==> src/rtl/multicycle_control_if.sv <==
// multicycle_control_if: opcode/funct inputs and datapath control outputs of the multicycle controller.
interface multicycle_control_if;
    logic [5:0] Opcode_i;
    logic [5:0] Funct_i;
    logic       IorD_o;
    logic       MemWrite_o;
    logic       IRWrite_o;
    logic       PCWrite_o;
    logic       Branch_o;
    logic [1:0] PCSrc_o;
    logic       ALUSrcA_o;
    logic [1:0] ALUSrcB_o;
    logic [1:0] ALUOp_o;
    logic [1:0] RegDst_o;
    logic [1:0] MemtoReg_o;
    logic       Reg_Write_o;
    modport master (
        input  Opcode_i, Funct_i,
        output IorD_o, MemWrite_o, IRWrite_o, PCWrite_o, Branch_o, PCSrc_o,
               ALUSrcA_o, ALUSrcB_o, ALUOp_o, RegDst_o, MemtoReg_o, Reg_Write_o
    );
    modport slave (
        output Opcode_i, Funct_i,
        input  IorD_o, MemWrite_o, IRWrite_o, PCWrite_o, Branch_o, PCSrc_o,
               ALUSrcA_o, ALUSrcB_o, ALUOp_o, RegDst_o, MemtoReg_o, Reg_Write_o
    );
endinterface

==> src/rtl/multicycle_control.sv <==
// multicycle_control: Moore FSM sequencing a multicycle MIPS datapath; optional jal via JAL_SUPPORT_EN.
module multicycle_control #(
    parameter int STATE_W = 4
) (
    input  logic               clk,
    input  logic               reset,
    multicycle_control_if.master ctl,
    output logic [STATE_W-1:0] State_o
);
    localparam logic [5:0] OP_LW   = 6'b100011;
    localparam logic [5:0] OP_SW   = 6'b101011;
    localparam logic [5:0] OP_R    = 6'b000000;
    localparam logic [5:0] OP_BEQ  = 6'b000100;
    localparam logic [5:0] OP_ADDI = 6'b001000;
    localparam logic [5:0] OP_J    = 6'b000010;
`ifdef JAL_SUPPORT_EN
    localparam logic [5:0] OP_JAL  = 6'b000011;
`endif

    typedef enum logic [STATE_W-1:0] {
        FETCH, DECODE, MEMADR, MEMREAD, MEMWB, MEMWRITE, EXECUTE,
        ALUWB, BRANCH, ADDIEX, IWB, JUMP
`ifdef JAL_SUPPORT_EN
        , JAL
`endif
    } state_t;

    state_t     state_q, state_d;
    logic       iord, mem_write, ir_write, pc_write, branch, alu_src_a, reg_write;
    logic [1:0] pc_src, alu_src_b, alu_op, reg_dst, mem_to_reg;
    logic       unused_funct;

    assign unused_funct = ^ctl.Funct_i;

    always_ff @(posedge clk) begin
        state_q <= reset ? FETCH : state_d;
    end

    always_comb begin
        state_d    = FETCH;
        iord       = 1'b0;
        mem_write  = 1'b0;
        ir_write   = 1'b0;
        pc_write   = 1'b0;
        branch     = 1'b0;
        pc_src     = 2'b00;
        alu_src_a  = 1'b0;
        alu_src_b  = 2'b00;
        alu_op     = 2'b00;
        reg_dst    = 2'b00;
        mem_to_reg = 2'b00;
        reg_write  = 1'b0;
        case (state_q)
            FETCH: begin
                ir_write  = 1'b1;
                pc_write  = 1'b1;
                alu_src_b = 2'b01;
                state_d   = DECODE;
            end
            DECODE: begin
                alu_src_b = 2'b11;
                case (ctl.Opcode_i)
                    OP_LW, OP_SW: state_d = MEMADR;
                    OP_R:         state_d = EXECUTE;
                    OP_BEQ:       state_d = BRANCH;
                    OP_ADDI:      state_d = ADDIEX;
                    OP_J:         state_d = JUMP;
`ifdef JAL_SUPPORT_EN
                    OP_JAL:       state_d = JAL;
`endif
                    default:      state_d = FETCH;
                endcase
            end
            MEMADR: begin
                alu_src_a = 1'b1;
                alu_src_b = 2'b10;
                state_d   = (ctl.Opcode_i == OP_SW) ? MEMWRITE : MEMREAD;
            end
            MEMREAD: begin
                iord    = 1'b1;
                state_d = MEMWB;
            end
            MEMWB: begin
                mem_to_reg = 2'b01;
                reg_write  = 1'b1;
            end
            MEMWRITE: begin
                iord      = 1'b1;
                mem_write = 1'b1;
            end
            EXECUTE: begin
                alu_src_a = 1'b1;
                alu_op    = 2'b10;
                state_d   = ALUWB;
            end
            ALUWB: begin
                reg_dst   = 2'b01;
                reg_write = 1'b1;
            end
            BRANCH: begin
                alu_src_a = 1'b1;
                alu_op    = 2'b01;
                branch    = 1'b1;
                pc_src    = 2'b01;
            end
            ADDIEX: begin
                alu_src_a = 1'b1;
                alu_src_b = 2'b10;
                state_d   = IWB;
            end
            IWB: begin
                reg_write = 1'b1;
            end
            JUMP: begin
                pc_src   = 2'b10;
                pc_write = 1'b1;
            end
`ifdef JAL_SUPPORT_EN
            JAL: begin
                pc_src     = 2'b10;
                pc_write   = 1'b1;
                reg_dst    = 2'b10;
                mem_to_reg = 2'b10;
                reg_write  = 1'b1;
            end
`endif
            default: state_d = FETCH;
        endcase
    end

    // write enables are gated by reset so an abandoned instruction commits nothing
    assign ctl.MemWrite_o  = mem_write & ~reset;
    assign ctl.IRWrite_o   = ir_write & ~reset;
    assign ctl.PCWrite_o   = pc_write & ~reset;
    assign ctl.Branch_o    = branch & ~reset;
    assign ctl.Reg_Write_o = reg_write & ~reset;
    assign ctl.IorD_o      = iord;
    assign ctl.PCSrc_o     = pc_src;
    assign ctl.ALUSrcA_o   = alu_src_a;
    assign ctl.ALUSrcB_o   = alu_src_b;
    assign ctl.ALUOp_o     = alu_op;
    assign ctl.RegDst_o    = reg_dst;
    assign ctl.MemtoReg_o  = mem_to_reg;
    assign State_o         = state_q;
endmodule
==> src/flat_wrapper.sv <==
// flat-port wrapper written by rule: the top's interface ports become plain ports
module multicycle_control_flat 
#(
    parameter int STATE_W = 4
)
  (clk, reset, State_o, ctl_Opcode_i, ctl_Funct_i, ctl_IorD_o, ctl_MemWrite_o, ctl_IRWrite_o, ctl_PCWrite_o, ctl_Branch_o, ctl_PCSrc_o, ctl_ALUSrcA_o, ctl_ALUSrcB_o, ctl_ALUOp_o, ctl_RegDst_o, ctl_MemtoReg_o, ctl_Reg_Write_o);
  multicycle_control_if ctl_i ();
  input  logic clk;
  input  logic reset;
  output logic [STATE_W-1:0] State_o;
  input wire logic [$bits(ctl_i.Opcode_i)-1:0] ctl_Opcode_i;
  input wire logic [$bits(ctl_i.Funct_i)-1:0] ctl_Funct_i;
  output wire logic [$bits(ctl_i.IorD_o)-1:0] ctl_IorD_o;
  output wire logic [$bits(ctl_i.MemWrite_o)-1:0] ctl_MemWrite_o;
  output wire logic [$bits(ctl_i.IRWrite_o)-1:0] ctl_IRWrite_o;
  output wire logic [$bits(ctl_i.PCWrite_o)-1:0] ctl_PCWrite_o;
  output wire logic [$bits(ctl_i.Branch_o)-1:0] ctl_Branch_o;
  output wire logic [$bits(ctl_i.PCSrc_o)-1:0] ctl_PCSrc_o;
  output wire logic [$bits(ctl_i.ALUSrcA_o)-1:0] ctl_ALUSrcA_o;
  output wire logic [$bits(ctl_i.ALUSrcB_o)-1:0] ctl_ALUSrcB_o;
  output wire logic [$bits(ctl_i.ALUOp_o)-1:0] ctl_ALUOp_o;
  output wire logic [$bits(ctl_i.RegDst_o)-1:0] ctl_RegDst_o;
  output wire logic [$bits(ctl_i.MemtoReg_o)-1:0] ctl_MemtoReg_o;
  output wire logic [$bits(ctl_i.Reg_Write_o)-1:0] ctl_Reg_Write_o;
  assign ctl_i.Opcode_i = ctl_Opcode_i;
  assign ctl_i.Funct_i = ctl_Funct_i;
  assign ctl_IorD_o = ctl_i.IorD_o;
  assign ctl_MemWrite_o = ctl_i.MemWrite_o;
  assign ctl_IRWrite_o = ctl_i.IRWrite_o;
  assign ctl_PCWrite_o = ctl_i.PCWrite_o;
  assign ctl_Branch_o = ctl_i.Branch_o;
  assign ctl_PCSrc_o = ctl_i.PCSrc_o;
  assign ctl_ALUSrcA_o = ctl_i.ALUSrcA_o;
  assign ctl_ALUSrcB_o = ctl_i.ALUSrcB_o;
  assign ctl_ALUOp_o = ctl_i.ALUOp_o;
  assign ctl_RegDst_o = ctl_i.RegDst_o;
  assign ctl_MemtoReg_o = ctl_i.MemtoReg_o;
  assign ctl_Reg_Write_o = ctl_i.Reg_Write_o;
  multicycle_control #(.STATE_W(STATE_W)) u_core (.clk(clk), .reset(reset), .ctl(ctl_i), .State_o(State_o));
endmodule
==> config.mk <==
export PLATFORM = sky130hd
export DESIGN_NAME = multicycle_control_flat
export DESIGN_NICKNAME = d
export VERILOG_FILES = /design/src/rtl/multicycle_control_if.sv /design/src/rtl/multicycle_control.sv /design/src/flat_wrapper.sv
export SDC_FILE = /design/constraint.sdc
export NUM_CORES = 1
export LEC_CHECK = 0
export ABC_AREA = 1
export BUFFER_PORTS_ARGS = -buffer_cell sky130_fd_sc_hd__buf_2
export CAP_MARGIN = 20
export CORE_AREA = 2 2 39 41
export DETAILED_ROUTE_END_ITERATION = 7
export DIE_AREA = 0 0 41 43
export GPL_TIMING_DRIVEN = 0
export PLACE_DENSITY = 0.77
export RECOVER_POWER = 25
export SLEW_MARGIN = 20
export SYNTH_ARGS = -nofsm -noshare
export SYNTH_HDL_FRONTEND = slang
export SYNTH_SLANG_ARGS = --single-unit
export TNS_END_PERCENT = 30
==> constraint.sdc <==
create_clock -name clk -period 1.22 [get_ports clk]
set_input_delay 0.122 -clock clk [delete_from_list [all_inputs] [get_ports clk]]
set_output_delay 0.122 -clock clk [all_outputs]
set_load 0.005 [all_outputs]
==> impl_metrics.yaml <==
die:
  io_pins: 35
  dieHeight_um: 43
  fp.dieW_um: 41
  core-area_um2: 1380
  start_util_pct: 35.1
  die_area_um2: 1760
  rows: 14
setup_path:
  cp-start-kind: "register"
  crit_required_ns: 1.10
  path_cells: "inv_2 > nand2_2 > nor2_2 > nand3b_1 > buf_2"
  cp_data_arrival_time_ns: 1.18
  critPathSlowestCell: "dfxtp_4"
  r2r_cells: 6
  crit_start: "u_core.State_o[2]"
  crit_fanout: 5
  cpPeakStageDelay_ns: 0.36
  r2r-end: "u_core.State_o[1]"
  reg2reg_from: "u_core.State_o[2]"
  crit_buf_inv: 2
  endpoint_kind: "output pin"
  worst_path_dominant_cell_family: "simple AND/OR/NAND/NOR gates"
  r2r_slack_ns: 0.09
  critPathKind: "register to output pin"
place:
  detailed_place_hpwl_um: 1100
  place_ws_ns: 0.00304
  gp_congestion: 0.872
  portBuffers: 25
min_path:
  min_from: "reset"
  min_to: "u_core.State_o[0]"
  worstHoldPathCells: 2
  hold_class: "input pin to register"
power:
  swShare_pct: 29.8
  comb_power_share_pct: 27.2
  vdd_drop_max_mv: 0.377
  power_frac_seq_pct: 34.3
  power.internal_mw: 0.286
  switching_power_mw: 0.122
  power_density_nw_per_um2: 549
  leakagePower_nw: 0.445
  pwr-share-clk_pct: 38.5
clock_network:
  clk_path_buf_depth: 2
  cts_buffers: 3
  cts_tree: "built"
  htreeDepth: 1
  root_buffer: "clkbuf_4"
  clock_latency_ns: 0.23
  numClockSinks: 4
  clk_pin_slew_ns: 0.04
logic_synthesis:
  synthSimpleGateAreaFrac_pct: 52.3
  synth_area_leaders: "dfxtp_1, nor2_1, nand2_1"
  synth_xor_area_share_pct: 0
  yosys.area.top_type: "dfxtp_1"
  muxShareOfSynthArea_pct: 0
  yosysWarnings: 0
  ys_seq_area_share_pct: 16.5
  postSynthCellCount: 95
  synth-seq-cells: 4
  synth-compound-area-share_pct: 10.3
  synthesis.area_um2: 485
  synthAdderAreaFrac_pct: 0
  synth_top_area_share_pct: 16.5
  ys_types: 16
  synth_top_family_by_area: "simple AND/OR/NAND/NOR gates"
  avgSynthCellArea_um2: 5.11
sta:
  grt_setup_unrepaired: "true"
  drv_slew: 0
  period_share_pct: 107
  hold_violations: 0
  fin_ws_ns: -0.0842
  clock-skew-final_ns: 0.00196
  finalSetupViolations: 6
  min_period_ns: 1.30
  clock.fmax_mhz: 767
final_layout:
  multi_input_area_um2: 359
  largest_register_ffs: 4
  final_core_util_pct: 53.7
  insertedDiodeCount: 0
  fillCellCount: 140
  drive_gt1_share_pct: 45.2
  area_growth_pct: 53.1
  final_nets: 142
  seq_area_um2: 95.1
routing:
  wl_per_cell_um: 10.1
  firstDrtPassIters: 4
  drc: 0
  avgViaCountPerCell: 4.92
  ant_nets: 0
  drt_wl_total_um: 1440
  drt_iter0_drc: 12
  via_count: 698
global_route:
  grt_pass1_vias: 622
  grt.total_usage_pct: 18.1
  gr-total-overflow: 0
  grt_pass1_wl_um: 2260
  grt_antenna_before_repair: 0
  grt_max_degree: 9
run_status:
  violations: "setup timing"
  status: "complete, but fails checks"
job:
  cap_violations: 0
stage by stage:
stage | std cells | setup TNS [ns] | area (µm²) | power [mW] | hold WS, ns
2_1_floorplan | 96 | 0 | 489 | 0.204 | 0.391
3_3_place_gp | 137 | 0 | 634 | 0.241 | 0.476
3_5_place_dp | 137 | 0 | 634 | 0.245 | 0.486
4_1_cts | 141 | -0.280 | 728 | 0.411 | 0.247
5_1_grt | 142 | -0.974 | 743 | 0.438 | 0.295
6_report | 142 | -0.339 | 743 | 0.408 | 0.257
layer usage:
layer / track usage (%) / part of all wire [%] / vias up
met2: 32.5 / 54 / 29
met1: 17.0 / 38 / 315
met4: 10.0 / 1.0 / 0
met5: 0 / 0 / -
li1: - / - / 350
met3: 4.19 / 7.6 / 4
power by group through the flow:
stage | sequential [mW] | combinational, mW | clock [mW]
final | 0.140 | 0.111 | 0.157
after global routing | 0.140 | 0.127 | 0.171
after CTS | 0.139 | 0.108 | 0.163
after detailed placement | 0.144 | 0.101 | 0
after global placement | 0.144 | 0.0976 | 0
after floorplan | 0.143 | 0.0609 | 0
how the worst max path moves through the flow:
stage	endpoint	slack (ns)	depth (start not counted)
detailed placement	ctl_ALUSrcA_o	0.003	7
global route	ctl_Reg_Write_o	-0.15	7
global placement	ctl_Branch_o	0.02	7
CTS	ctl_Reg_Write_o	-0.06	7
floorplan	ctl_Branch_o	0.14	6
finish	ctl_ALUSrcB_o[1]	-0.08	5
cells in the mapped netlist:
cell type	instances
o21ai_0	4
buf_4	3
inv_1	16
nor3_1	1
inv_2	3
conb_1	1
clkbuf_1	1
nand3b_1	2
dfxtp_1	4
nand2_1	18
nand4_1	2
nand2_2	1
nor2_1	19
nor2_2	5
nand3_1	9
a21oi_1	6
cell usage in the layout, fill, tap and decap left out, types with 2 or more instances in the layout:
cell,synthesis,final
dfxtp_4,0,4
nand3_1,9,9
nor2_2,5,6
nor2_1,19,13
nand3b_1,2,2
buf_4,3,5
a21oi_1,6,6
nand2_1,18,15
o21ai_1,0,2
inv_1,16,14
clkbuf_4,0,3
buf_2,0,24
nand2_2,1,4
inv_2,3,4
nand4_1,2,2
nor2_4,0,5
o21ai_0,4,2
conb_1,1,2
cell type report:
| type | instances | area share (%) |
|---|---|---|
| clock buffers | 3 | 3.03 |
| multi-input cells | 69 | 48.3 |
| flip-flops and latches | 4 | 12.8 |
| repair buffers | 27 | 19.7 |
| well taps | 16 | 2.69 |
| plain buffers | 4 | 3.54 |
| inverters | 19 | 9.93 |
worst reg2reg max path, stage by stage (launching register included):
cell	delay [ns]
dfxtp_4	0.38
inv_2	0.07
nand2_2	0.12
nor2_4	0.06
buf_4	0.13
a21oi_1	0.16
a21oi_1	0.09
logic make-up after synthesis:
| group | Yosys count |
|---|---|
| compound gates | 10 |
| simple gates | 57 |
| buf+inv | 23 |
| other cells | 1 |
| flops | 4 |
what timing repair did:
item,CTS,global route
setup endpoints to repair,12,10
pin swaps,1,0
setup buffers,1,1
hold buffers,0,0
resized for setup,25,3
(Power assumes the default switching activity.)
